`config.mk`:
```
export PLATFORM = sky130hd
export DESIGN_NAME = instr_stream_loader_flat
export DESIGN_NICKNAME = d
export VERILOG_FILES = /design/src/rtl/instr_stream_loader_if.sv /design/src/rtl/instr_stream_loader.sv /design/src/flat_wrapper.sv
export SDC_FILE = /design/constraint.sdc
export NUM_CORES = 2
export LEC_CHECK = 0
export ABC_AREA = 1
export CORE_ASPECT_RATIO = 2
export CORE_MARGIN = 2
export CORE_UTILIZATION = 63
export CTS_CLUSTER_SIZE = 14
export DETAILED_ROUTE_END_ITERATION = 10
export HOLD_SLACK_MARGIN = 0.05
export PLACE_DENSITY = 0.79
export SYNTH_ARGS = -nofsm -noshare
export SYNTH_HDL_FRONTEND = slang
export SYNTH_SLANG_ARGS = --single-unit
```
`constraint.sdc`:
```
create_clock -name clk -period 3.1 [get_ports clk]
set_input_delay 0.465 -clock clk [delete_from_list [all_inputs] [get_ports clk]]
set_output_delay 0.465 -clock clk [all_outputs]
set_load 0.1 [all_outputs]
```
`src/rtl/instr_stream_loader_if.sv`:
```
// ============================================================================
//  Module      : instr_stream_loader_if
//  Description : Byte-source and instruction-stream bundle for the boot loader.
//                master = byte source / observer (drives rx_data, rx_valid)
//                slave  = instr_stream_loader (drives replay and status outputs)
//  Signals     : rx_data[7:0], rx_valid     received byte + single-cycle strobe
//                instr_o[7:0]               byte stream to instruction memory
//                cpu_rst_o                  1 = hold CPU core in reset
//                load_done, load_err        image accepted / frame rejected
//                rx_ovr_o                   sticky: byte dropped during replay
//  Revision    : 1.0  initial release
// ============================================================================
`default_nettype none

interface instr_stream_loader_if;
    logic [7:0] rx_data;
    logic       rx_valid;
    logic [7:0] instr_o;
    logic       cpu_rst_o;
    logic       load_done;
    logic       load_err;
    logic       rx_ovr_o;

    modport master (
        output rx_data, rx_valid,
        input  instr_o, cpu_rst_o, load_done, load_err, rx_ovr_o
    );

    modport slave (
        input  rx_data, rx_valid,
        output instr_o, cpu_rst_o, load_done, load_err, rx_ovr_o
    );
endinterface

`default_nettype wire

```
`src/rtl/instr_stream_loader.sv`:
```
// ============================================================================
//  Module      : instr_stream_loader
//  Description : Boot loader upstream of the instruction memory. Collects a
//                length-prefixed image (LEN_HI, LEN_LO, N payload bytes) from
//                a byte source into a buffer, then replays it on instr_o as
//                0xFE, payload, 0x00 padding to a word boundary, 0xFF, keeping
//                the CPU in reset until the memory write pipeline has drained.
//  Ports       : clk, reset (async, active-high)
//                bus  : instr_stream_loader_if.slave (rx in, replay/status out)
//  Parameters  : DEPTH   payload buffer size in bytes
//                TIMEOUT max idle cycles between bytes inside a frame
//                DRAIN   cycles cpu_rst_o stays high after the 0xFF marker
//  Option      : INSTR_LOADER_CHECKSUM_EN - frame carries a trailing checksum
//                byte (sum of payload mod 256) checked in the CHK state.
//  Revision    : 1.0  initial release
// ============================================================================
`default_nettype none

module instr_stream_loader #(
    parameter int DEPTH   = 256,
    parameter int TIMEOUT = 1000000,
    parameter int DRAIN   = 3
) (
    input  logic                  clk,
    input  logic                  reset,
    instr_stream_loader_if.slave  bus
);

    localparam int IDX_W = $clog2(DEPTH);
    localparam int PTR_W = IDX_W + 1;
    localparam int GAP_W = $clog2(TIMEOUT + 1);
    localparam int CNT_W = ($clog2(DRAIN + 1) > 2) ? $clog2(DRAIN + 1) : 2;

    localparam logic [3:0] S_IDLE   = 4'd0;
    localparam logic [3:0] S_LEN_LO = 4'd1;
    localparam logic [3:0] S_RECV   = 4'd2;
    localparam logic [3:0] S_CHK    = 4'd3;
    localparam logic [3:0] S_START  = 4'd4;
    localparam logic [3:0] S_STREAM = 4'd5;
    localparam logic [3:0] S_PAD    = 4'd6;
    localparam logic [3:0] S_STOP   = 4'd7;
    localparam logic [3:0] S_DRAIN  = 4'd8;
    localparam logic [3:0] S_DONE   = 4'd9;
    localparam logic [3:0] S_ERR    = 4'd10;

    localparam logic [7:0] c_MARK_START = 8'hFE;
    localparam logic [7:0] c_MARK_STOP  = 8'hFF;

    logic [3:0]       r_state;
    logic [3:0]       w_state_nxt;

    logic [7:0]       r_mem [DEPTH];
    logic [7:0]       r_len_hi;
    logic [15:0]      r_len;
    logic [PTR_W-1:0] r_wr_ptr;
    logic [PTR_W-1:0] r_rd_ptr;
    logic             r_bad;
    logic [GAP_W-1:0] r_gap;
    logic [CNT_W-1:0] r_cnt;
`ifdef INSTR_LOADER_CHECKSUM_EN
    logic [7:0]       r_csum;
`endif

    logic [7:0]       r_instr;
    logic             r_cpu_rst;
    logic             r_load_done;
    logic             r_load_err;
    logic             r_rx_ovr;

    logic [7:0]       w_instr_d;
    logic             w_cpu_rst_d;
    logic             w_load_done_d;
    logic             w_load_err_d;

    logic [15:0]      w_rx_len;
    logic             w_last_byte;
    logic             w_stream_end;
    logic             w_need_pad;
    logic             w_timeout;
    logic             w_waiting;
    logic             w_replaying;

    assign w_rx_len     = {r_len_hi, bus.rx_data};
    assign w_last_byte  = (16'(r_wr_ptr) + 16'd1) == r_len;
    // rd_ptr counts bytes already placed on instr_o, so equality means the
    // final payload byte is on the bus this cycle.
    assign w_stream_end = 16'(r_rd_ptr) == r_len;
    // Padding length (4 - N%4) % 4 is non-zero exactly when N%4 != 0.
    assign w_need_pad   = r_len[1:0] != 2'd0;
    assign w_timeout    = r_gap == GAP_W'(TIMEOUT);
    assign w_waiting    = (r_state == S_LEN_LO) || (r_state == S_RECV) ||
                          (r_state == S_CHK);
    assign w_replaying  = (r_state == S_START) || (r_state == S_STREAM) ||
                          (r_state == S_PAD)   || (r_state == S_STOP)   ||
                          (r_state == S_DRAIN);

    // ------------------------------------------------------------------
    // State register
    // ------------------------------------------------------------------
    always_ff @(posedge clk or posedge reset) begin
        if (reset) begin
            r_state <= S_IDLE;
        end else begin
            r_state <= w_state_nxt;
        end
    end

    // ------------------------------------------------------------------
    // Next-state logic
    // ------------------------------------------------------------------
    always_comb begin
        w_state_nxt = r_state;
        case (r_state)
            S_IDLE, S_DONE, S_ERR: begin
                if (bus.rx_valid) w_state_nxt = S_LEN_LO;
            end
            S_LEN_LO: begin
                if (bus.rx_valid) begin
                    if ((w_rx_len == 16'd0) || (w_rx_len > 16'(DEPTH)))
                        w_state_nxt = S_ERR;
                    else
                        w_state_nxt = S_RECV;
                end else if (w_timeout) begin
                    w_state_nxt = S_ERR;
                end
            end
            S_RECV: begin
                if (bus.rx_valid) begin
                    if (w_last_byte) begin
`ifdef INSTR_LOADER_CHECKSUM_EN
                        w_state_nxt = S_CHK;
`else
                        // The final byte's own 0xFF check is folded in here
                        // because r_bad only updates on this same edge.
                        if (r_bad || (bus.rx_data == 8'hFF))
                            w_state_nxt = S_ERR;
                        else
                            w_state_nxt = S_START;
`endif
                    end
                end else if (w_timeout) begin
                    w_state_nxt = S_ERR;
                end
            end
            S_CHK: begin
`ifdef INSTR_LOADER_CHECKSUM_EN
                if (bus.rx_valid) begin
                    if (r_bad || (bus.rx_data != r_csum))
                        w_state_nxt = S_ERR;
                    else
                        w_state_nxt = S_START;
                end else if (w_timeout) begin
                    w_state_nxt = S_ERR;
                end
`else
                w_state_nxt = S_ERR;
`endif
            end
            S_START: begin
                w_state_nxt = S_STREAM;
            end
            S_STREAM: begin
                if (w_stream_end) w_state_nxt = w_need_pad ? S_PAD : S_STOP;
            end
            S_PAD: begin
                if (r_cnt == '0) w_state_nxt = S_STOP;
            end
            S_STOP: begin
                w_state_nxt = (DRAIN == 0) ? S_DONE : S_DRAIN;
            end
            S_DRAIN: begin
                if (r_cnt == '0) w_state_nxt = S_DONE;
            end
            default: begin
                w_state_nxt = S_IDLE;
            end
        endcase
    end

    // ------------------------------------------------------------------
    // Output logic: values are a function of the state being entered, so
    // the registered outputs line up with the state they belong to.
    // ------------------------------------------------------------------
    always_comb begin
        w_instr_d     = 8'h00;
        w_cpu_rst_d   = 1'b1;
        w_load_done_d = 1'b0;
        w_load_err_d  = 1'b0;
        case (w_state_nxt)
            S_START:  w_instr_d = c_MARK_START;
            S_STREAM: w_instr_d = r_mem[r_rd_ptr[IDX_W-1:0]];
            S_STOP:   w_instr_d = c_MARK_STOP;
            S_DONE: begin
                w_cpu_rst_d   = 1'b0;
                w_load_done_d = 1'b1;
            end
            S_ERR:    w_load_err_d = 1'b1;
            default:  w_instr_d = 8'h00;
        endcase
    end

    // ------------------------------------------------------------------
    // Payload buffer (no reset: contents are only meaningful once written)
    // ------------------------------------------------------------------
    always_ff @(posedge clk) begin
        if ((r_state == S_RECV) && bus.rx_valid) begin
            r_mem[r_wr_ptr[IDX_W-1:0]] <= bus.rx_data;
        end
    end

    // ------------------------------------------------------------------
    // Datapath and registered outputs
    // ------------------------------------------------------------------
    always_ff @(posedge clk or posedge reset) begin
        if (reset) begin
            r_len_hi    <= 8'h00;
            r_len       <= 16'h0000;
            r_wr_ptr    <= '0;
            r_rd_ptr    <= '0;
            r_bad       <= 1'b0;
            r_gap       <= '0;
            r_cnt       <= '0;
`ifdef INSTR_LOADER_CHECKSUM_EN
            r_csum      <= 8'h00;
`endif
            r_instr     <= 8'h00;
            r_cpu_rst   <= 1'b1;
            r_load_done <= 1'b0;
            r_load_err  <= 1'b0;
            r_rx_ovr    <= 1'b0;
        end else begin
            r_instr     <= w_instr_d;
            r_cpu_rst   <= w_cpu_rst_d;
            r_load_done <= w_load_done_d;
            r_load_err  <= w_load_err_d;

            // Inter-byte gap counter, saturating at TIMEOUT.
            if (bus.rx_valid || !w_waiting)
                r_gap <= '0;
            else if (!w_timeout)
                r_gap <= r_gap + GAP_W'(1);

            case (r_state)
                S_IDLE, S_DONE, S_ERR: begin
                    if (bus.rx_valid) begin
                        r_len_hi <= bus.rx_data;
                        r_rx_ovr <= 1'b0;
                    end
                end
                S_LEN_LO: begin
                    if (bus.rx_valid) begin
                        r_len    <= w_rx_len;
                        r_wr_ptr <= '0;
                        r_rd_ptr <= '0;
                        r_bad    <= 1'b0;
`ifdef INSTR_LOADER_CHECKSUM_EN
                        r_csum   <= 8'h00;
`endif
                    end
                end
                S_RECV: begin
                    if (bus.rx_valid) begin
                        r_wr_ptr <= r_wr_ptr + PTR_W'(1);
                        if (bus.rx_data == 8'hFF) r_bad <= 1'b1;
`ifdef INSTR_LOADER_CHECKSUM_EN
                        r_csum   <= r_csum + bus.rx_data;
`endif
                    end
                end
                default: begin
                    // Bytes arriving during replay are dropped but flagged.
                    if (w_replaying && bus.rx_valid) r_rx_ovr <= 1'b1;
                end
            endcase

            if (w_state_nxt == S_STREAM) r_rd_ptr <= r_rd_ptr + PTR_W'(1);

            // Shared down-counter for PAD and DRAIN, loaded with length-1.
            if ((w_state_nxt == S_PAD) && (r_state != S_PAD))
                r_cnt <= CNT_W'(2'd3 - r_len[1:0]);
            else if ((w_state_nxt == S_DRAIN) && (r_state != S_DRAIN))
                r_cnt <= CNT_W'(DRAIN - 1);
            else if (r_cnt != '0)
                r_cnt <= r_cnt - CNT_W'(1);
        end
    end

    assign bus.instr_o   = r_instr;
    assign bus.cpu_rst_o = r_cpu_rst;
    assign bus.load_done = r_load_done;
    assign bus.load_err  = r_load_err;
    assign bus.rx_ovr_o  = r_rx_ovr;

endmodule

`default_nettype wire
```
`src/flat_wrapper.sv`:
```
// flat-port wrapper written by rule: the top's interface ports become plain ports
module instr_stream_loader_flat 
#(
    parameter int DEPTH   = 256,
    parameter int TIMEOUT = 1000000,
    parameter int DRAIN   = 3
)
  (clk, reset, bus_rx_data, bus_rx_valid, bus_instr_o, bus_cpu_rst_o, bus_load_done, bus_load_err, bus_rx_ovr_o);
  instr_stream_loader_if bus_i ();
  input  logic clk;
  input  logic reset;
  input wire logic [$bits(bus_i.rx_data)-1:0] bus_rx_data;
  input wire logic [$bits(bus_i.rx_valid)-1:0] bus_rx_valid;
  output wire logic [$bits(bus_i.instr_o)-1:0] bus_instr_o;
  output wire logic [$bits(bus_i.cpu_rst_o)-1:0] bus_cpu_rst_o;
  output wire logic [$bits(bus_i.load_done)-1:0] bus_load_done;
  output wire logic [$bits(bus_i.load_err)-1:0] bus_load_err;
  output wire logic [$bits(bus_i.rx_ovr_o)-1:0] bus_rx_ovr_o;
  assign bus_i.rx_data = bus_rx_data;
  assign bus_i.rx_valid = bus_rx_valid;
  assign bus_instr_o = bus_i.instr_o;
  assign bus_cpu_rst_o = bus_i.cpu_rst_o;
  assign bus_load_done = bus_i.load_done;
  assign bus_load_err = bus_i.load_err;
  assign bus_rx_ovr_o = bus_i.rx_ovr_o;
  instr_stream_loader #(.DEPTH(DEPTH), .TIMEOUT(TIMEOUT), .DRAIN(DRAIN)) u_core (.clk(clk), .reset(reset), .bus(bus_i));
endmodule
```
After elaboration in Yosys (flattened, before gate mapping) --
Memories as Yosys holds them, arrays and structs flattened. Index checks and enable logic that the tools add are counted.
Operators by class: add/subtract/negate cells 6, $lt $le $gt $ge 1, equal/unequal tests 28, multiplexer cells 34, bitwise logic cells 1, reductions and logical operators 32
Operator list (number):
- $mux 20 | 2
- $mux 4 | 10
- $mux 9 | 4
- $pmux 4 s9 | 1
- $eq 4x3->1 const B | 8
- $eq 4x4->1 const B | 6
- $pmux 8 s3 | 1
- $add 20x1->20 const B | 1
- $eq 20x20->1 const B | 1
- $add 9x1->9 const B | 2
- $pmux 9 s2 | 1
- $eq 16x16->1 | 1
- $eq 9x16->1 | 1
- $gt 16x9->1 const B | 1
- $logic_not 16->1 | 1
- $reduce_bool 2->1 | 6
- $add 9x1->10 const B | 1
- $mux 1 | 10
- $logic_or 1x1->1 | 9
- $eq 4x2->1 const B | 2
- $eq 8x8->1 const B | 1
- $ne 2x2->1 const B | 4
- $mux 2 | 3
- $reduce_and 2->1 | 3
- 17 further kinds | 22
Storage, ports and cells: bits in registers 81, RAM bits 2048, input bits 11, output and inout bits 12, logic and storage cells 116, memories kept 1
Memories:
- u_core.r_mem | words 256, bits a word 8, read ports 1, clocked after memory_dff 0, write ports 1, RTL line instr_stream_loader.sv:52 | logic [7:0] r_mem [DEPTH];

Longest topological paths before layout --
depth in word-level cells 10, depth in mapped cells 20

Least setup slack after synthesis --
No wires, ideal clock.
kind flip-flop to flip-flop, start reg u_core.r_state[3], end mem u_core.r_mem[15][0], enable pin, library setup time 0.370 ns, data arrival time 2.170 ns, slack 0.560 ns, cell stages (with the launch flop) 11, clock period less this slack 2.540 ns, path through dfrtp_1 nor2_1 inv_1 nor2_1 inv_1 nor2_4 inv_2 nor3_1 nand2_1 clkbuf_1 nor2_1
Between the ends: cells in the longest elaborated chain, start to end 4
Ends and longest elaborated chain:
- start, declared | RTL line instr_stream_loader.sv:49 | logic [3:0] r_state;
- start signal, assigned | RTL line instr_stream_loader.sv:104 | r_state <= w_state_nxt;
- $eq 4x2->1 | RTL line instr_stream_loader.sv:206 | if ((r_state == S_RECV) && bus.rx_valid) begin
- $logic_and 1x1->1 | RTL line instr_stream_loader.sv:206
- $mux 1 | RTL line instr_stream_loader.sv:206
- $mux 1 (not written as such) | RTL line instr_stream_loader.sv:207 | r_mem[r_wr_ptr[IDX_W-1:0]] <= bus.rx_data;
- end, declared | RTL line instr_stream_loader.sv:52
No other way between the ends.

Worst setup path in the final report --
start reg u_core.r_rd_ptr[0], end reg u_core.r_instr[4] (netlist: u_core.bus.instr_o[4])
Between the ends: cells in the longest elaborated chain, start to end 5, elaborated cells between the ends (all ways) 8
Ends and longest elaborated chain:
- start, declared | RTL line instr_stream_loader.sv:56 | logic [PTR_W-1:0] r_rd_ptr;
- start signal, assigned | RTL line instr_stream_loader.sv:276 | if (w_state_nxt == S_STREAM) r_rd_ptr <= r_rd_ptr + PTR_W'(1);
- $eq 9x16->1 | RTL line instr_stream_loader.sv:87 | assign w_stream_end = 16'(r_rd_ptr) == r_len;
- $mux 4 | RTL line instr_stream_loader.sv:163 | if (w_stream_end) w_state_nxt = w_need_pad ? S_PAD : S_STOP;
- $pmux 4 s9 | RTL line instr_stream_loader.sv:113 | case (r_state)
- $eq 4x3->1 | RTL line instr_stream_loader.sv:189 | case (w_state_nxt)
- $pmux 8 s3 (*) | RTL line instr_stream_loader.sv:189
- named net u_core.w_instr_d[4] | RTL line instr_stream_loader.sv:70 | logic [7:0] w_instr_d;
- end signal, assigned | RTL line instr_stream_loader.sv:232 | r_instr <= w_instr_d;
- end, declared | RTL line instr_stream_loader.sv:64 | logic [7:0] r_instr;
Mark *: on every way through the listed nets, which the timed path passes. The rest lies on a longest branch. A chain may end at the register's enable or synchronous reset.

==> results_dict.tcl <==
set metrics [dict create \
    run_status "finished with violations" \
    violations "setup timing" \
    reg2reg_depth 14 \
    path_max_fanout 49 \
    syn_nets 7511 \
    finalInstanceArea_mm2 0.09805 \
    antenna_found_initial 9 \
    drive_gt1_frac 0.1054 \
    synthFlopType "edfxtp_1" \
    fin_util 0.7160 \
    htree_levels 4 \
    synth_top_family_by_area "simple AND/OR/NAND/NOR gates" \
    power_leakage_nw 34.85 \
    grt_max_degree 166 \
    fmax_mhz 319.0 \
    wire_per_inst_um 26.85 \
    fin_ws_ps -34.86 \
    die_area_mm2 0.1412 \
    synth_seq_cells 2129 \
    core_mm2 0.1369 \
    synth-edff-count 2048 \
    fin_nets 7805 \
    grtUsageTotal 0.3644 \
    cp-end-kind "register" \
    cts_tree "built" \
    maxCapViolCount 0 \
    peakVddDrop_mv 0.6080 \
    synth_xor_area_frac 0.001208 \
    cts_buffers 184 \
    start_util 0.6352 \
    ys_seq_area_frac 0.7304 \
    slew_headroom 0.1020 \
    cpMostUsedCell "nand3_1" \
    antenna_left 0 \
    r2r_start "u_core.r_rd_ptr[0]" \
    critPathLaunchType "register" \
    path_class "reg -> reg" \
    period_needed_ps 3135 \
    clockRootBuffer "clkbuf_16" \
    postSynthCellCount 7492 \
    worstPathRequired_ps 3840 \
    first_pass_iters 7 \
    cts_sinks 2129 \
    ys_async_sr_fraction 0.03805 \
    synth_compound_area_frac 0.02833 \
    power.density_mw_per_mm2 579.7 \
    hold_viol 0 \
    dpl.hpwl_um 157500 \
    io_pins 23 \
    fin_tns_setup_ps -45.29 \
    placementRows 192 \
    final-setup-viol-count 2 \
    drt_iter0_markers 8830 \
    rrSetupSlack_ps -30 \
    worst_pin_slew_ps 1347 \
    crit_arrival_ps 3880 \
    finalWirelength_um 258400 \
    hp-class "in -> async" \
    finalHoldWorstSlack_ps 54.57 \
    max_stage_delay_ps 550 \
    die_y_um 529.5 \
    io_buffers 22 \
    gp_congestion 0.9815 \
    overflow 0 \
    area_delta_synth_final_pct 12.73 \
    vias 62840 \
    synthAdderAreaFrac 0.001151 \
    fin_skew_ps 47.97 \
    placed_area_mm2 0.09254 \
    post-route-period-util 1.011 \
    die_w_um 266.7 \
    cp_cell_sequence "buf_12 -> buf_4 -> buf_16 -> buf_16 -> nand2_1 -> nand3_1 -> nand3_1 -> nand3_1 -> nand2_1 -> nand2_1 -> nand3_1 -> nand3_1 -> nand3_1 -> a31oi_1" \
    r2r_end "u_core.bus.instr_o[4]" \
    crit_slowest_cell "dfrtp_4" \
    yosys.area_share.simple 0.2118 \
    insertion_delay_ps 840 \
    synthDistinctLibCells 41 \
    grt_pass1_vias 61410 \
    synth.avg_cell_area_um2 11.61 \
    rsz0062_at_grt "true" \
    finalMaxSlewViolations 0 \
    clk_pin_slew_ps 70 \
    synthMuxAreaShare 0 \
    netlist_area_mm2 0.08697 \
    drc 0 \
    cts_max_path_buffers 4 \
    ys.warnings.count 0 \
    grt_pass1_wl_um 375100 \
    vias_per_cell 6.528 \
]
==> cell families after synthesis <==
kind of cell             after synthesis
AND/OR/NAND/NOR                     4312
buffers and inverters                598
flip-flops                          2129
adder cells (fa/ha/maj)                8
XOR/XNOR                              12
AO/OA/AOI/OAI                        433
==> power breakdown <==
part / total (mW) / switching, mW / internal, mW
Sequential: 32.1 / 0.282 / 31.8
Combinational: 3.65 / 2.85 / 0.799
Clock: 21.1 / 9.75 / 11.3
Total: 56.8 / 12.9 / 44.0
==> flip-flops by register name, indices dropped and copies added (netlist names) <==
name                  cells
u_core.r_cnt              2
u_core.r_wr_ptr           9
u_core.r_mem           2048
u_core.r_bad              1
u_core.r_gap             20
u_core.bus.load_done      1
u_core.r_rd_ptr           9
u_core.bus.instr_o        8
u_core.r_len_hi           8
u_core.bus.rx_ovr_o       1
u_core.bus.load_err       1
u_core.r_len             16
u_core.bus.cpu_rst_o      1
u_core.r_state            4
==> repair_timing <==
action	CTS	global route
pin swaps	0	3
buffers inserted	0	5
endpoints found under the hold margin	65	0
resized for setup	2	30
hold buffers	6	0
cloned	0	2
endpoints found under the setup margin	1	340
==> cells in the mapped netlist, drive strengths merged, types with 15 or more instances <==
cell / number / area, um^2
o221ai: 15 / 131.4
inv: 99 / 371.6
o21ai: 199 / 996.0
dfrtp: 80 / 2002
nand3: 1646 / 8238
clkbuf: 340 / 1276
nor2: 477 / 1822
o22ai: 48 / 300.3
o211ai: 42 / 315.3
nor3: 29 / 150.1
nand4: 20 / 125.1
nand2: 2128 / 8005
buf: 141 / 644.4
a21oi: 99 / 495.5
edfxtp: 2048 / 61500
clkinv: 18 / 67.56
==> layout make-up <==
class                      count  area [um^2]
clock inverter                20        221.5
antenna                       12        30.03
timing repair inverter         1        11.26
timing repair buffer         588         5443
tap                         1746         2185
multi-input combinational   4765        21170
clock buffer                 248         4960
fill                        8643        38890
inverter                     117        484.2
sequential                  2129        63540
==> stage by stage <==
| step | setup slack [ps] | instances | total power [mW] |
|---|---|---|---|
| 2_1_floorplan | 556.6 | 7492 | 34.30 |
| 3_3_place_gp | -30.78 | 9333 | 36.16 |
| 3_5_place_dp | -50.39 | 9333 | 36.21 |
| 4_1_cts | 17.09 | 9607 | 56.67 |
| 5_1_grt | -98.30 | 9615 | 57.99 |
| 6_report | -34.86 | 9626 | 56.84 |
==> critical path, delay by kind of cell (launching register included) <==
family | cells | cell delay [ps]
flip-flops | 1 | 550
buffers and inverters | 4 | 780
AO/OA/AOI/OAI | 1 | 220
AND/OR/NAND/NOR | 9 | 1380
==> how the worst max path moves through the flow <==
| stage | startpoint | cells after the start | end |
|---|---|---|---|
| after floorplan | reset | 1 | u_core.bus.instr_o[0] |
| after global placement | u_core.r_rd_ptr[0] | 13 | u_core.bus.instr_o[3] |
| after detailed placement | u_core.r_rd_ptr[0] | 13 | u_core.bus.instr_o[3] |
| after CTS | u_core.r_rd_ptr[0] | 12 | u_core.bus.instr_o[4] |
| after global routing | u_core.r_rd_ptr[0] | 14 | u_core.bus.instr_o[4] |
| final | u_core.r_rd_ptr[0] | 14 | u_core.bus.instr_o[4] |
==> layer usage <==
layer / vias to the layer above / global-route usage / wire (um)
met2: 4684 / 0.6031 / 127300
met5: - / 0 / 37
met3: 1172 / 0.06866 / 27070
met1: 29930 / 0.4140 / 79900
met4: 6 / 0.2930 / 24110
li1: 27050 / - / -
==> cells in the final DEF (no fill, tap or decap), drive strengths merged, types with 8 or more instances in the layout <==
master  count
buf       578
o31ai      13
nand4      20
o221ai     15
o21ai     199
o22ai      48
inv       102
nor3       29
nand2    2128
a21oi      99
dfrtp      80
o211ai     42
clkbuf    250
nand3    1646
ha          8
edfxtp   2048
diode      12
clkinv     32
xor2        9
nor2      477
Note: power is estimated with default switching activity, not from simulation.
